### src/rtl/noc_pkg.sv
`default_nettype none
// ============================================================================
// Module      : noc_pkg
// Description : Shared types for the NoC controller tag sequencing logic.
// Revision    : 1.0 - initial release
// ============================================================================
package noc_pkg;

    typedef enum logic [1:0] {
        TAG_FILTER = 2'd0,
        TAG_IFMAP  = 2'd1,
        TAG_PSUM   = 2'd2
    } tag_mode_t;

    typedef enum logic [1:0] {
        IDLE = 2'd0,
        RUN  = 2'd1,
        DONE = 2'd2
    } seq_state_t;

    localparam logic [1:0] c_MODE_RESERVED = 2'd3;

endpackage
`default_nettype wire

### src/rtl/nest_counter.sv
`default_nettype none
// ============================================================================
// Module      : nest_counter
// Description : Three-level wrapping loop counter (inner -> mid -> outer),
//               stepping on the falling edge of clk.
// Revision    : 1.0 - initial release
// ============================================================================
module nest_counter #(
    parameter int INNER_WIDTH = 3,
    parameter int MID_WIDTH   = 2,
    parameter int OUTER_WIDTH = 4
) (
    input  logic                   clk,
    input  logic                   reset,
    input  logic                   i_clear,
    input  logic                   i_advance,
    input  logic [INNER_WIDTH-1:0] i_inner_bound,
    input  logic [MID_WIDTH-1:0]   i_mid_bound,
    input  logic [OUTER_WIDTH-1:0] i_outer_bound,
    output logic [INNER_WIDTH-1:0] o_inner_idx,
    output logic [MID_WIDTH-1:0]   o_mid_idx,
    output logic [OUTER_WIDTH-1:0] o_outer_idx,
    output logic                   o_last,
    output logic                   o_wrap
);

    logic [INNER_WIDTH-1:0] r_inner;
    logic [MID_WIDTH-1:0]   r_mid;
    logic [OUTER_WIDTH-1:0] r_outer;
    logic                   w_inner_max;
    logic                   w_mid_max;
    logic                   w_outer_max;

    assign w_inner_max = (r_inner == i_inner_bound - INNER_WIDTH'(1));
    assign w_mid_max   = (r_mid   == i_mid_bound   - MID_WIDTH'(1));
    assign w_outer_max = (r_outer == i_outer_bound - OUTER_WIDTH'(1));

    assign o_last      = w_inner_max && w_mid_max && w_outer_max;
    assign o_wrap      = i_advance && o_last;
    assign o_inner_idx = r_inner;
    assign o_mid_idx   = r_mid;
    assign o_outer_idx = r_outer;

    always_ff @(negedge clk or posedge reset) begin
        if (reset) begin
            r_inner <= '0;
            r_mid   <= '0;
            r_outer <= '0;
        end else if (i_clear) begin
            r_inner <= '0;
            r_mid   <= '0;
            r_outer <= '0;
        end else if (i_advance) begin
            if (w_inner_max) begin
                r_inner <= '0;
                if (w_mid_max) begin
                    r_mid <= '0;
                    r_outer <= w_outer_max ? '0 : r_outer + OUTER_WIDTH'(1);
                end else begin
                    r_mid <= r_mid + MID_WIDTH'(1);
                end
            end else begin
                r_inner <= r_inner + INNER_WIDTH'(1);
            end
        end
    end

endmodule
`default_nettype wire

### src/rtl/noc_tag_sequencer.sv
`default_nettype none
// ============================================================================
// Module      : noc_tag_sequencer
// Description : Walks the t/r/R loop nest for a programmable number of passes
//               and emits (row_tag, col_tag) pairs over valid/ready.
// Revision    : 1.0 - initial release
// ============================================================================
module noc_tag_sequencer
    import noc_pkg::*;
#(
    parameter int R_WIDTH       = 4,
    parameter int r_WIDTH       = 2,
    parameter int t_WIDTH       = 3,
    parameter int PASS_WIDTH    = 8,
    parameter int ROW_TAG_WIDTH = 4,
    parameter int COL_TAG_WIDTH = 4
) (
    input  logic                     clk,
    input  logic                     reset,
    input  logic                     start,
    input  logic                     abort,
    input  logic [1:0]               mode,
    input  logic [R_WIDTH-1:0]       R,
    input  logic [r_WIDTH-1:0]       r,
    input  logic [t_WIDTH-1:0]       t,
    input  logic [COL_TAG_WIDTH-1:0] col_stride,
    input  logic [ROW_TAG_WIDTH-1:0] row_offset,
    input  logic [PASS_WIDTH-1:0]    passes,
    input  logic                     tag_ready,
    output logic                     tag_valid,
    output logic [ROW_TAG_WIDTH-1:0] row_tag,
    output logic [COL_TAG_WIDTH-1:0] col_tag,
    output logic                     last_tag,
    output logic                     busy,
    output logic                     done,
    output logic                     cfg_error
);

    seq_state_t               r_state;
    seq_state_t               w_state_next;
    tag_mode_t                r_mode;
    logic [R_WIDTH-1:0]       r_cfg_R;
    logic [r_WIDTH-1:0]       r_cfg_r;
    logic [t_WIDTH-1:0]       r_cfg_t;
    logic [COL_TAG_WIDTH-1:0] r_cfg_stride;
    logic [ROW_TAG_WIDTH-1:0] r_cfg_offset;
    logic [PASS_WIDTH-1:0]    r_cfg_passes;
    logic [PASS_WIDTH-1:0]    r_pass;
    logic                     r_cfg_error;

    logic [t_WIDTH-1:0]       w_t_idx;
    logic [r_WIDTH-1:0]       w_r_idx;
    logic [R_WIDTH-1:0]       w_R_idx;
    logic                     w_nest_last;
    logic                     w_nest_wrap;
    logic                     w_cfg_ok;
    logic                     w_start_take;
    logic                     w_accept;
    logic                     w_advance;
    logic                     w_last_tag;
    logic                     w_clear;

    assign w_cfg_ok     = (R != '0) && (r != '0) && (t != '0) && (passes != '0)
                          && (mode != c_MODE_RESERVED);
    assign w_start_take = (r_state == IDLE) && start && !abort;
    assign w_accept     = (r_state == RUN) && tag_ready;
    // abort wins over a simultaneous accept, so the nest must not step
    assign w_advance    = w_accept && !abort;
    assign w_last_tag   = (r_state == RUN) && w_nest_last
                          && (r_pass == r_cfg_passes - PASS_WIDTH'(1));
    assign w_clear      = (r_state != RUN) || abort || (w_advance && w_last_tag);

    nest_counter #(
        .INNER_WIDTH (t_WIDTH),
        .MID_WIDTH   (r_WIDTH),
        .OUTER_WIDTH (R_WIDTH)
    ) u_nest (
        .clk           (clk),
        .reset         (reset),
        .i_clear       (w_clear),
        .i_advance     (w_advance),
        .i_inner_bound (r_cfg_t),
        .i_mid_bound   (r_cfg_r),
        .i_outer_bound (r_cfg_R),
        .o_inner_idx   (w_t_idx),
        .o_mid_idx     (w_r_idx),
        .o_outer_idx   (w_R_idx),
        .o_last        (w_nest_last),
        .o_wrap        (w_nest_wrap)
    );

    always_ff @(negedge clk or posedge reset) begin
        if (reset) begin
            r_state <= IDLE;
        end else begin
            r_state <= w_state_next;
        end
    end

    always_comb begin
        w_state_next = r_state;
        case (r_state)
            IDLE: begin
                if (w_start_take && w_cfg_ok) begin
                    w_state_next = RUN;
                end
            end
            RUN: begin
                if (abort) begin
                    w_state_next = IDLE;
                end else if (w_accept && w_last_tag) begin
                    w_state_next = DONE;
                end
            end
            DONE:    w_state_next = IDLE;
            default: w_state_next = IDLE;
        endcase
    end

    always_ff @(negedge clk or posedge reset) begin
        if (reset) begin
            r_mode       <= TAG_FILTER;
            r_cfg_R      <= '0;
            r_cfg_r      <= '0;
            r_cfg_t      <= '0;
            r_cfg_stride <= '0;
            r_cfg_offset <= '0;
            r_cfg_passes <= '0;
            r_pass       <= '0;
            r_cfg_error  <= 1'b0;
        end else begin
            r_cfg_error <= w_start_take && !w_cfg_ok;
            if (w_start_take) begin
                r_mode       <= tag_mode_t'(mode);
                r_cfg_R      <= R;
                r_cfg_r      <= r;
                r_cfg_t      <= t;
                r_cfg_stride <= col_stride;
                r_cfg_offset <= row_offset;
                r_cfg_passes <= passes;
            end
            if (w_clear) begin
                r_pass <= '0;
            end else if (w_nest_wrap) begin
                r_pass <= r_pass + PASS_WIDTH'(1);
            end
        end
    end

    // Tag mapping: unsigned, truncated to the tag widths
    always_comb begin
        row_tag = '0;
        col_tag = '0;
        if (r_state == RUN) begin
            case (r_mode)
                TAG_IFMAP: begin
                    row_tag = ROW_TAG_WIDTH'(w_R_idx) + r_cfg_offset;
                    col_tag = COL_TAG_WIDTH'(w_t_idx) * r_cfg_stride + COL_TAG_WIDTH'(w_r_idx);
                end
                TAG_PSUM: begin
                    row_tag = ROW_TAG_WIDTH'(r_cfg_R) - ROW_TAG_WIDTH'(1)
                              - ROW_TAG_WIDTH'(w_R_idx) + r_cfg_offset;
                    col_tag = COL_TAG_WIDTH'(w_t_idx) + COL_TAG_WIDTH'(w_r_idx) * r_cfg_stride;
                end
                default: begin
                    row_tag = ROW_TAG_WIDTH'(w_R_idx) + r_cfg_offset;
                    col_tag = COL_TAG_WIDTH'(w_t_idx) + COL_TAG_WIDTH'(w_r_idx) * r_cfg_stride;
                end
            endcase
        end
    end

    assign tag_valid = (r_state == RUN);
    assign busy      = (r_state != IDLE);
    assign done      = (r_state == DONE);
    assign last_tag  = w_last_tag;
    assign cfg_error = r_cfg_error;

endmodule
`default_nettype wire
### config.mk
export PLATFORM = sky130hd
export DESIGN_NAME = noc_tag_sequencer
export DESIGN_NICKNAME = d
export VERILOG_FILES = /design/src/rtl/noc_pkg.sv /design/src/rtl/nest_counter.sv /design/src/rtl/noc_tag_sequencer.sv
export SDC_FILE = /design/constraint.sdc
export NUM_CORES = 1
export LEC_CHECK = 0
export ABC_AREA = 1
export BUFFER_PORTS_ARGS = -buffer_cell sky130_fd_sc_hd__buf_2
export CAP_MARGIN = 10
export CORE_MARGIN = 3
export CORE_UTILIZATION = 55
export CTS_BUF_LIST = sky130_fd_sc_hd__clkbuf_8 sky130_fd_sc_hd__clkbuf_16
export DETAILED_ROUTE_END_ITERATION = 8
export GPL_TIMING_DRIVEN = 0
export PLACE_DENSITY = 0.77
export REMOVE_ABC_BUFFERS = 1
export SLEW_MARGIN = 20
export SYNTH_ARGS = -nofsm -noshare
export SYNTH_HDL_FRONTEND = slang
export SYNTH_HIERARCHICAL = 1
export SYNTH_SLANG_ARGS = --single-unit
### constraint.sdc
create_clock -name clk -period 4.3 [get_ports clk]
set_input_delay 0.86 -clock clk [delete_from_list [all_inputs] [get_ports clk]]
set_output_delay 0.86 -clock clk [all_outputs]
set_load 0.005 [all_outputs]
After elaboration in Yosys (flattened, before gate mapping)
Index checks and enable logic that the tools add are counted.
{"block": "totals", "register_bits": 47, "inputBits": 32, "elab_cells": 96}
{"block": "op_classes", "add_sub_neg": 13, "n_mul": 2, "eq_ne": 12, "mux": 22, "reduce_logical": 34}
{"op": "4-bit two-way mux", "count": 9}
{"op": "1-bit logical AND", "count": 17}
{"op": "8-bit two-way mux", "count": 2}
{"op": "2-bit two-way mux", "count": 7}
{"op": "2-bit nonzero test", "count": 6}
{"op": "3-bit two-way mux", "count": 3}
{"op": "4-bit adder", "count": 2}
{"op": "8-bit by 1-bit adder with 8-bit output (second input constant)", "count": 1}
{"op": "8-bit equality test", "count": 1}
{"op": "8-bit nonzero test", "count": 1}
{"op": "8-bit by 1-bit subtractor with 8-bit output (second input constant)", "count": 1}
{"op": "3-bit by 4-bit adder with 4-bit output", "count": 1}
{"op": "4-bit by 1-bit adder with 4-bit output (second input constant)", "count": 1}
{"op": "4-bit by 2-bit adder with 4-bit output", "count": 1}
{"op": "2-bit by 1-bit equality test with 1-bit output (second input constant)", "count": 2}
{"op": "2-bit equality test (second input constant)", "count": 2}
{"op": "4-bit equality test", "count": 1}
{"op": "2-bit by 4-bit multiplier with 4-bit output", "count": 1}
{"op": "3-bit by 4-bit multiplier with 4-bit output", "count": 1}
{"op": "2-bit by 1-bit != test with 1-bit output (second input constant)", "count": 2}
{"op": "2-bit case mux with 2 select lines", "count": 1}
{"op": "2-bit AND reduction", "count": 2}
{"op": "4-bit nonzero test", "count": 1}
{"op": "4-bit by 1-bit subtractor with 4-bit output (second input constant)", "count": 1}
{"op": "14 further kinds", "count": 16}

Longest topological paths before layout
Gate-level depths: netlist (run 1).
{"block": "depth", "word_depth": 10, "ltp_mapped": 23, "depth_no_buf": 23}

Cells and area by module
Netlist (run 1), hierarchy kept.
{"module": "noc_tag_sequencer", "instances": 1, "cells_per_inst": 351, "area_per_inst_um2": 2638.8}
{"module": "nest_counter", "instances": 1, "cells_per_inst": 112, "area_per_inst_um2": 758.2}

==> flow_summary.yaml, run 1 <==
clocking:
  cts_tree: "done"
  ctsHoldBuffers: 0
  numCtsBuffers: 5
  cts-htree-levels: 2
  clk_latency_ns: 0.31
  clk_pin_slew_ns: 0.06
  cts-root-buf: "clkbuf_8"
  clock-sinks: 47
  clock_path_buffers: 2
grt:
  grt_start_max_net_pins: 28
  first_global_vias: 3699
  grt_overflow: 0
  grtUsageTotal: 0.291
  grt_first_pass_wirelength_mm: 16.7
  grt_antenna_before_repair: 0
pwr:
  power.density_nw_per_um2: 302
  vdd_drop_max_mv: 0.235
  leakagePower_uw: 0.00243
  power.total_uw: 1390
logic_synthesis:
  syn_inst: 463
  yosys.cell_count.top_type: "nand2_1"
  yosys_warnings: 6
  synth_top_area_frac: 0.346
  synth_async_sr_flop_share: 1.00
  ys_types: 30
  yosysSeqAreaShare: 0.346
  synth_enable_flop_cells: 0
  synth_seq_cells: 47
  avgSynthCellArea_sq_um: 7.34
  syn_area_sq_um: 3400
  netlist_top_cells_area: "dfrtn_1, nand2_1, inv_1"
  ys.flop_type: "dfrtn_1"
  yosysTopAreaCell: "dfrtn_1"
  yosys-top-cells-count: "nand2_1, inv_1, nor2_1"
route:
  vias_per_cell: 5.39
  vias: 3518
  wl_per_cell_um: 15.2
  ant_nets: 0
  drt-initial-drc-count: 232
  routed_wl_mm: 9.92
  drcViolationCount: 0
  first_pass_iters: 5
floorplanning:
  io_pins: 45
  die_w_um: 84.6
  die-area_sq_um: 7160
  core_sq_um: 5740
  rows: 27
  die_h_um: 84.6
  start_util: 0.592
sta:
  finalSetupViolCount: 9
  relSlewSlack: 0.645
  setup_ws_ns: -1.57
  grt_setup_unrepaired: "true"
  tightest_slew_ns: 0.532
  fin_skew_ns: 0.00761
  slew_violations: 0
  hold_violations: 0
status:
  violations: "negative setup slack"
  status: "finished with violations"
setup_path:
  cp_max_fo: 3
  crit_buf_inv: 3
  cp.arrival_ns: 5.01
  cpPeakStageDelay_ns: 0.56
  cp_top_family: "adder cells"
  required_ns: 3.44
  cp-start-kind: "register"
  critPathKind: "register to output port"
  crit_slowest_cell: "fa_1"
  crit_path_end_kind: "output port"
  crit_chain: "nand2_1 -> fa_1 -> inv_2 -> ha_4 -> fa_2 -> xor2_2 -> xor2_1 -> nor2_1 -> o21ai_1 -> inv_1 -> buf_2"
min_path:
  hp-class: "register to register"
finish:
  drive_gt1_frac: 0.330
  nNetsFinal: 639
  fillCellCount: 388
  n_antenna_cell: 0
  syn2layout_area_growth_pct: 35.9
flow_run:
  drv_cap: 0
place:
  dp_hpwl_mm: 5.71
  port_buffers: 44
  dp_slack_ns: -1.54
  gp_congestion: 0.826
[cells in the final DEF, fill, tap and decap left out, drive strengths merged, types with 2 or more instances in the layout]
cell type | netlist | final
nor2 | 54 | 54
clkbuf | 0 | 7
buf | 5 | 115
fa | 10 | 10
o21ai | 32 | 32
or2 | 2 | 2
xnor2 | 12 | 12
nor3 | 4 | 4
nand3 | 27 | 27
a21oi | 8 | 8
dfrtn | 47 | 47
a211oi | 2 | 2
inv | 76 | 76
xor2 | 17 | 17
nand2 | 144 | 144
ha | 17 | 17
[registers in the layout (all words and copies together), names as in the netlist]
register and flops:
r_cfg_passes 8, u_nest/o_outer_idx 4, r_state 2, u_nest/o_inner_idx 3, u_nest/o_mid_idx 2, r_cfg_offset 4, r_cfg_r 2, r_mode 2
r_cfg_t 3, r_cfg_R 4, cfg_error 1, r_cfg_stride 4, r_pass 8
[metal layers]
metal	routed length, um	track usage	share of wire
met2	5170	0.522	0.52
met4	341	0.145	0.034
met3	514	0.0461	0.052
met1	3890	0.333	0.39
met5	0	0	0
[worst paths after layout]
check / depth (start not counted) / end / from / slack [ns]
max in group asynchronous: 3 / r_pass[6] / reset / 1.28
worst min-delay path: 2 / r_cfg_t[1] / r_cfg_t[1] / 0.44
min in group asynchronous: 2 / r_cfg_stride[2] / reset / 2.53
worst max-delay path: 11 / col_tag[3] / u_nest/o_inner_idx[0] / -1.57
worst max register to register: 31 / r_state[1] / u_nest/o_mid_idx[1] / 0.21
worst min register to register: 2 / r_cfg_t[1] / r_cfg_t[1] / 0.44
[worst register-to-register path, delay by kind of cell, from the launching register on]
| family | cells | cell delay, ns |
|---|---|---|
| buffers and inverters | 18 | 2.20 |
| DFF | 1 | 0.53 |
| and+or+nand+nor | 13 | 1.40 |
[area by class of cell]
| type | count | area, sq um | share of cell area |
|---|---|---|---|
| Clock inverter | 1 | 7.51 | 0.00163 |
| Timing Repair Buffer | 115 | 831 | 0.180 |
| Clock buffer | 7 | 96.3 | 0.0209 |
| Tap cell | 72 | 90.1 | 0.0195 |
| Sequential cell | 47 | 1180 | 0.255 |
| Inverter | 76 | 290 | 0.0629 |
| Multi-Input combinational cell | 335 | 2120 | 0.460 |
[per-stage QoR]
| stage | util | std cells | setup TNS (ns) | instance area, sq um | hold WS [ns] |
|---|---|---|---|---|---|
| 5_1_grt | 0.804 | 653 | -9.81 | 4620 | 0.468 |
| 4_1_cts | 0.793 | 658 | -9.13 | 4550 | 0.443 |
| 2_1_floorplan | - | 458 | -8.12 | 3370 | 0.402 |
| 3_3_place_gp | 0.641 | 574 | -30.39 | 3680 | 0.420 |
| 6_report | 0.804 | 653 | -8.78 | 4620 | 0.439 |
| 3_5_place_dp | 0.649 | 577 | -12.17 | 3730 | 0.441 |
[report_power, final]
group | leakage [uW] | internal, uW | switching (uW)
Clock | 0.0000505 | 147 | 162
Combinational | 0.00177 | 234 | 305
Sequential | 0.000611 | 498 | 45.5
[logic make-up after synthesis]
| logic type | count (synthesis) | share of synthesized area |
|---|---|---|
| DFF | 47 | 0.346 |
| xor gates and xnor gates | 29 | 0.0748 |
| and+or+nand+nor | 233 | 0.292 |
| AOI/OAI and AO/OA | 46 | 0.0740 |
| adders and majority gates | 27 | 0.122 |
| buffers and inverters | 81 | 0.0913 |
[repair_timing]
| action | in CTS | in global routing |
|---|---|---|
| pin swaps | 47 | 25 |
| buffers inserted | 73 | 11 |
| gates resized for setup | 53 | 28 |
| endpoints found under the setup margin | 16 | 16 |
No activity file was read; power rests on OpenSTA's default activity.
==> run 2, diff against run 1 <==
--- a/config.mk
+++ b/config.mk
@@ -20,3 +20,4 @@
 export SYNTH_HDL_FRONTEND = slang
 export SYNTH_HIERARCHICAL = 1
 export SYNTH_SLANG_ARGS = --single-unit
+export TNS_END_PERCENT = 50
==> run 2 against run 1 <==
The run still ends with negative setup slack left. Wire length grew 9.8%. Hold slack gained 0.0046 ns. First-iteration DRC count grew 39%. Total power grew 0.53%. Cell count grew 1.2%. Design area grew 1.6%. Via count grew 5.5%. Highest routed layer unchanged.
==> flow_summary.yaml, run 2 (synthesis gave the netlist of run 1 again) <==
status:
  status: "finished with violations"
  violations: "negative setup slack"
floorplanning:
  io_pins: 45
  rows: 27
  die_w_um: 84.6
  core_sq_um: 5740
  die_h_um: 84.6
  start_util: 0.592
  die-area_sq_um: 7160
route:
  vias: 3712
  first_pass_iters: 6
  ant_nets: 0
  vias_per_cell: 5.62
  wl_per_cell_um: 16.5
  drt-initial-drc-count: 323
  drcViolationCount: 0
  routed_wl_mm: 10.9
setup_path:
  cp_max_fo: 5
  critPathKind: "register to output port"
  cp.arrival_ns: 5.04
  required_ns: 3.44
  cp-start-kind: "register"
  crit_path_end_kind: "output port"
clocking:
  clk_pin_slew_ns: 0.06
  cts-htree-levels: 2
  clock_path_buffers: 2
  cts_tree: "done"
  numCtsBuffers: 5
  ctsHoldBuffers: 0
  clk_latency_ns: 0.31
  cts-root-buf: "clkbuf_8"
  clock-sinks: 47
finish:
  final_common_cell: "nand2_1"
  syn2layout_area_growth_pct: 38.1
  n_antenna_cell: 0
  fin_cells: 661
  top_regs: "r_cfg_passes x8, r_pass x8"
  drive_gt1_frac: 0.333
  stdcell_area_sq_um: 4690
  nNetsFinal: 647
  final_cell_mix: "nand2_1, inv_1, buf_4, dfrtn_1, nor2_1"
flow_run:
  drv_cap: 0
place:
  dp_slack_ns: -1.54
  gp_congestion: 0.826
  dp_hpwl_mm: 5.71
  dp_cells: 577
  dpl-instance-area_sq_um: 3730
  port_buffers: 44
sta:
  fin_skew_ns: 0.00902
  slew_violations: 0
  finalSetupViolCount: 11
  tightest_slew_ns: 0.558
  relSlewSlack: 0.628
  setup_ws_ns: -1.60
  grt_setup_unrepaired: "true"
  hold_violations: 0
grt:
  first_global_vias: 3702
  grt_first_pass_wirelength_mm: 16.8
  grtUsageTotal: 0.295
  grt_start_max_net_pins: 28
  grt_antenna_before_repair: 0
  grt_overflow: 0
min_path:
  hp-class: "register to register"
pwr:
  power.density_nw_per_um2: 298
  leakagePower_uw: 0.00250
  vdd_drop_max_mv: 0.228
  power.total_uw: 1400
-- run 2: cell types whose count changed in the layout (fill, tap and decap cells not counted), moves of 2 or more --
cell     previous run  this run
nor2_2              5         3
o21ai_1            10         8
inv_1              59        61
buf_6              12        19
nand2_4             2         4
nand2_2            15        12
-- run 2: routing by layer --
layer,track usage,wire [um],part of all wire,vias up
met4,0.167,685,0.063,0
met5,0,0,0,-
met3,0.0599,802,0.074,67
met1,0.329,3970,0.36,1747
li1,-,-,-,1673
met2,0.522,5440,0.50,225
-- run 2: where the power goes --
group          total [uW]  switching (uW)  internal [uW]
Clock                 311             164            147
Sequential            547            48.4            498
Combinational         542             314            227
-- run 2: through the flow --
stage | utilization | TNS (ns) | hold slack (ns)
after floorplan | - | -8.12 | 0.402
after global placement | 0.641 | -30.39 | 0.420
after detailed placement | 0.649 | -12.17 | 0.441
after CTS | 0.785 | -9.34 | 0.443
after global routing | 0.817 | -11.61 | 0.468
final | 0.817 | -10.45 | 0.443
-- run 2: what timing repair did --
action | CTS | global route
setup endpoints to repair | 16 | 15
setup buffers | 69 | 7
pin swaps | 38 | 22
gates resized for setup | 47 | 33
-- run 2: worst paths after layout --
kind	startpoint	end	slack (ns)	depth (start not counted)
max in group asynchronous	reset	r_pass[4]	1.27	3
setup reg to reg	u_nest/o_mid_idx[0]	r_state[1]	-1.47	44
setup / recovery	r_cfg_stride[1]	col_tag[3]	-1.60	13
hold / removal	r_cfg_t[1]	r_cfg_t[1]	0.44	2
min in group asynchronous	reset	r_cfg_stride[2]	2.54	2
hold reg to reg	r_cfg_t[1]	r_cfg_t[1]	0.44	2
-- run 2: cell type report --
class	count	area (sq um)
Multi-Input combinational cell	335	2130
Clock inverter	1	7.51
Inverter	76	288
Clock buffer	7	96.3
Timing Repair Buffer	123	907
Sequential cell	47	1180
Tap cell	72	90.1
Fill cell	356	1050
-- run 2: worst max-delay path, stage by stage, from the launching register on --
cell,delay [ns]
dfrtn_1,0.44
buf_6,0.14
nand2_4,0.05
fa_1,0.54
inv_2,0.05
ha_4,0.15
fa_1,0.40
xnor2_2,0.17
o21ai_1,0.17
a21oi_1,0.06
nor2_1,0.14
o21ai_1,0.10
inv_1,0.05
buf_2,0.10
==> run 3, diff against run 2 <==
--- a/config.mk
+++ b/config.mk
@@ -6,7 +6,7 @@
 export NUM_CORES = 1
 export LEC_CHECK = 0
 export ABC_AREA = 1
-export BUFFER_PORTS_ARGS = -buffer_cell sky130_fd_sc_hd__buf_2
+export BUFFER_PORTS_ARGS = -buffer_cell sky130_fd_sc_hd__buf_4
 export CAP_MARGIN = 10
 export CORE_MARGIN = 3
 export CORE_UTILIZATION = 55
==> run 3 against run 2 <==
The run still ends with negative setup slack left. Sequential share of layout area is 0.26 points higher. Via count is 5.5% lower. Global-route usage is 0.85 points lower. Hold slack worse by 0.0099 ns. Core utilization is 0.83 points lower. Sequential cell count stayed put. Cell count is 1.8% lower. First-iteration DRC count is 33% lower. Critical endpoint unchanged.
==> flow_summary.yaml, run 3 (synthesis gave the netlist of run 1 again) <==
setup_path:
  crit_chain: "buf_6 -> nand2_1 -> fa_1 -> inv_1 -> ha_1 -> fa_2 -> xnor2_2 -> o21ai_0 -> a21oi_1 -> nor2_1 -> o21ai_1 -> inv_1 -> buf_6"
  crit_path_end_kind: "output port"
  cp_max_fo: 5
  crit_slowest_cell: "fa_1"
  cpPeakStageDelay_ns: 0.50
  required_ns: 3.44
  cp.arrival_ns: 4.98
  rrSetupSlack_ns: 0.17
  critPathKind: "register to output port"
  cp-start-kind: "register"
pwr:
  power.density_nw_per_um2: 294
  leakagePower_uw: 0.00243
  power.total_uw: 1370
  vdd_drop_max_mv: 0.279
sta:
  hold_violations: 0
  relSlewSlack: 0.547
  fin_setup_tns_ns: -9.03
  finalSetupViolCount: 10
  setup_ws_ns: -1.54
  slew_violations: 0
  tightest_slew_ns: 0.677
  grt_setup_unrepaired: "true"
  fin_skew_ns: 0.00591
route:
  routed-wl-met3_um: 651
  wl_per_cell_um: 15.5
  wl_met2_mm: 4.99
  drcViolationCount: 0
  vias_per_cell: 5.41
  routed.top_layer: "met4"
  wl_met1_mm: 3.93
  vias: 3509
  ant_nets: 0
  routed_wl_mm: 10.0
  drt-initial-drc-count: 217
  first_pass_iters: 5
place:
  port_buffers: 44
  dpl-instance-area_sq_um: 3830
  dp_hpwl_mm: 5.76
  gp_congestion: 0.830
min_path:
  hp-class: "register to register"
grt:
  grt_start_max_net_pins: 26
  grt_antenna_before_repair: 0
  grt_overflow: 0
  grt_first_pass_wirelength_mm: 16.5
  first_global_vias: 3606
  grtUsageTotal: 0.287
finish:
  final_common_cell: "nand2_1"
  nNetsFinal: 636
  n_antenna_cell: 0
  top_regs: "r_cfg_passes x8, r_pass x8"
  post-route-util: 0.808
  final_cell_mix: "nand2_1, buf_4, inv_1, dfrtn_1, nor2_1"
  stdcell_area_sq_um: 4640
  drive_gt1_frac: 0.324
  syn2layout_area_growth_pct: 36.7
floorplanning:
  io_pins: 45
  rows: 27
  start_util: 0.592
  core_sq_um: 5740
  die_h_um: 84.6
  die_w_um: 84.6
  die-area_sq_um: 7160
clocking:
  cts-htree-levels: 2
  cts-root-buf: "clkbuf_8"
  clk_pin_slew_ns: 0.06
  clk_latency_ns: 0.31
  clock_path_buffers: 2
  numCtsBuffers: 5
  ctsHoldBuffers: 0
  cts_tree: "done"
  clock-sinks: 47
status:
  status: "finished with violations"
  violations: "negative setup slack"
flow_run:
  drv_cap: 0
## run 3: final timing paths
check | from | end | cells past startpoint
setup / recovery | r_cfg_stride[0] | col_tag[3] | 13
hold reg to reg | r_cfg_t[1] | r_cfg_t[1] | 2
hold / removal | r_cfg_t[1] | r_cfg_t[1] | 2
setup reg to reg | r_cfg_R[1] | r_state[1] | 31
max in group asynchronous | reset | r_pass[7] | 3
min in group asynchronous | reset | u_nest/o_outer_idx[0] | 2
## run 3: area by class of cell
type                       count  area [sq um]
timing repair buffer         112           898
fill                         371          1100
tap                           72          90.1
clock inverter                 1          5.00
sequential                    47          1180
clock buffer                   6          82.6
inverter                      76           285
multi-input combinational    335          2110
## run 3: metrics by stage
stage / hold WS, ns / std cells / setup WS, ns
3_3_place_gp: 0.422 / 574 / -1.53
3_5_place_dp: 0.430 / 576 / -1.60
2_1_floorplan: 0.402 / 458 / -1.18
5_1_grt: 0.470 / 649 / -1.74
6_report: 0.433 / 649 / -1.54
4_1_cts: 0.431 / 652 / -1.49
## run 3: worst max-delay path: cells and delay by family (launching register included)
family                     cells  cell delay (ns)
and+or+nand+nor                2             0.17
AOI/OAI and AO/OA              3             0.38
xor gates and xnor gates       1             0.15
DFF                            1             0.44
buffers and inverters          4             0.33
adders and majority gates      3             1.05
## run 3: routing by layer
metal,vias up,global-route usage
li1,1646,-
met2,155,0.495
met5,-,0
met3,47,0.0481
met4,0,0.140
met1,1661,0.347
## run 3: power breakdown
group	switching [uW]	internal, uW	total, uW
clock	156	127	283
sequential	44.9	498	543
combinational	308	232	540
## run 3: timing repair
item                                    4_1_cts  5_1_grt
endpoints found under the setup margin       16       32
resized for setup                            44       22
cloned                                        0        0
setup buffers                                69       15
pin swaps                                    33       28
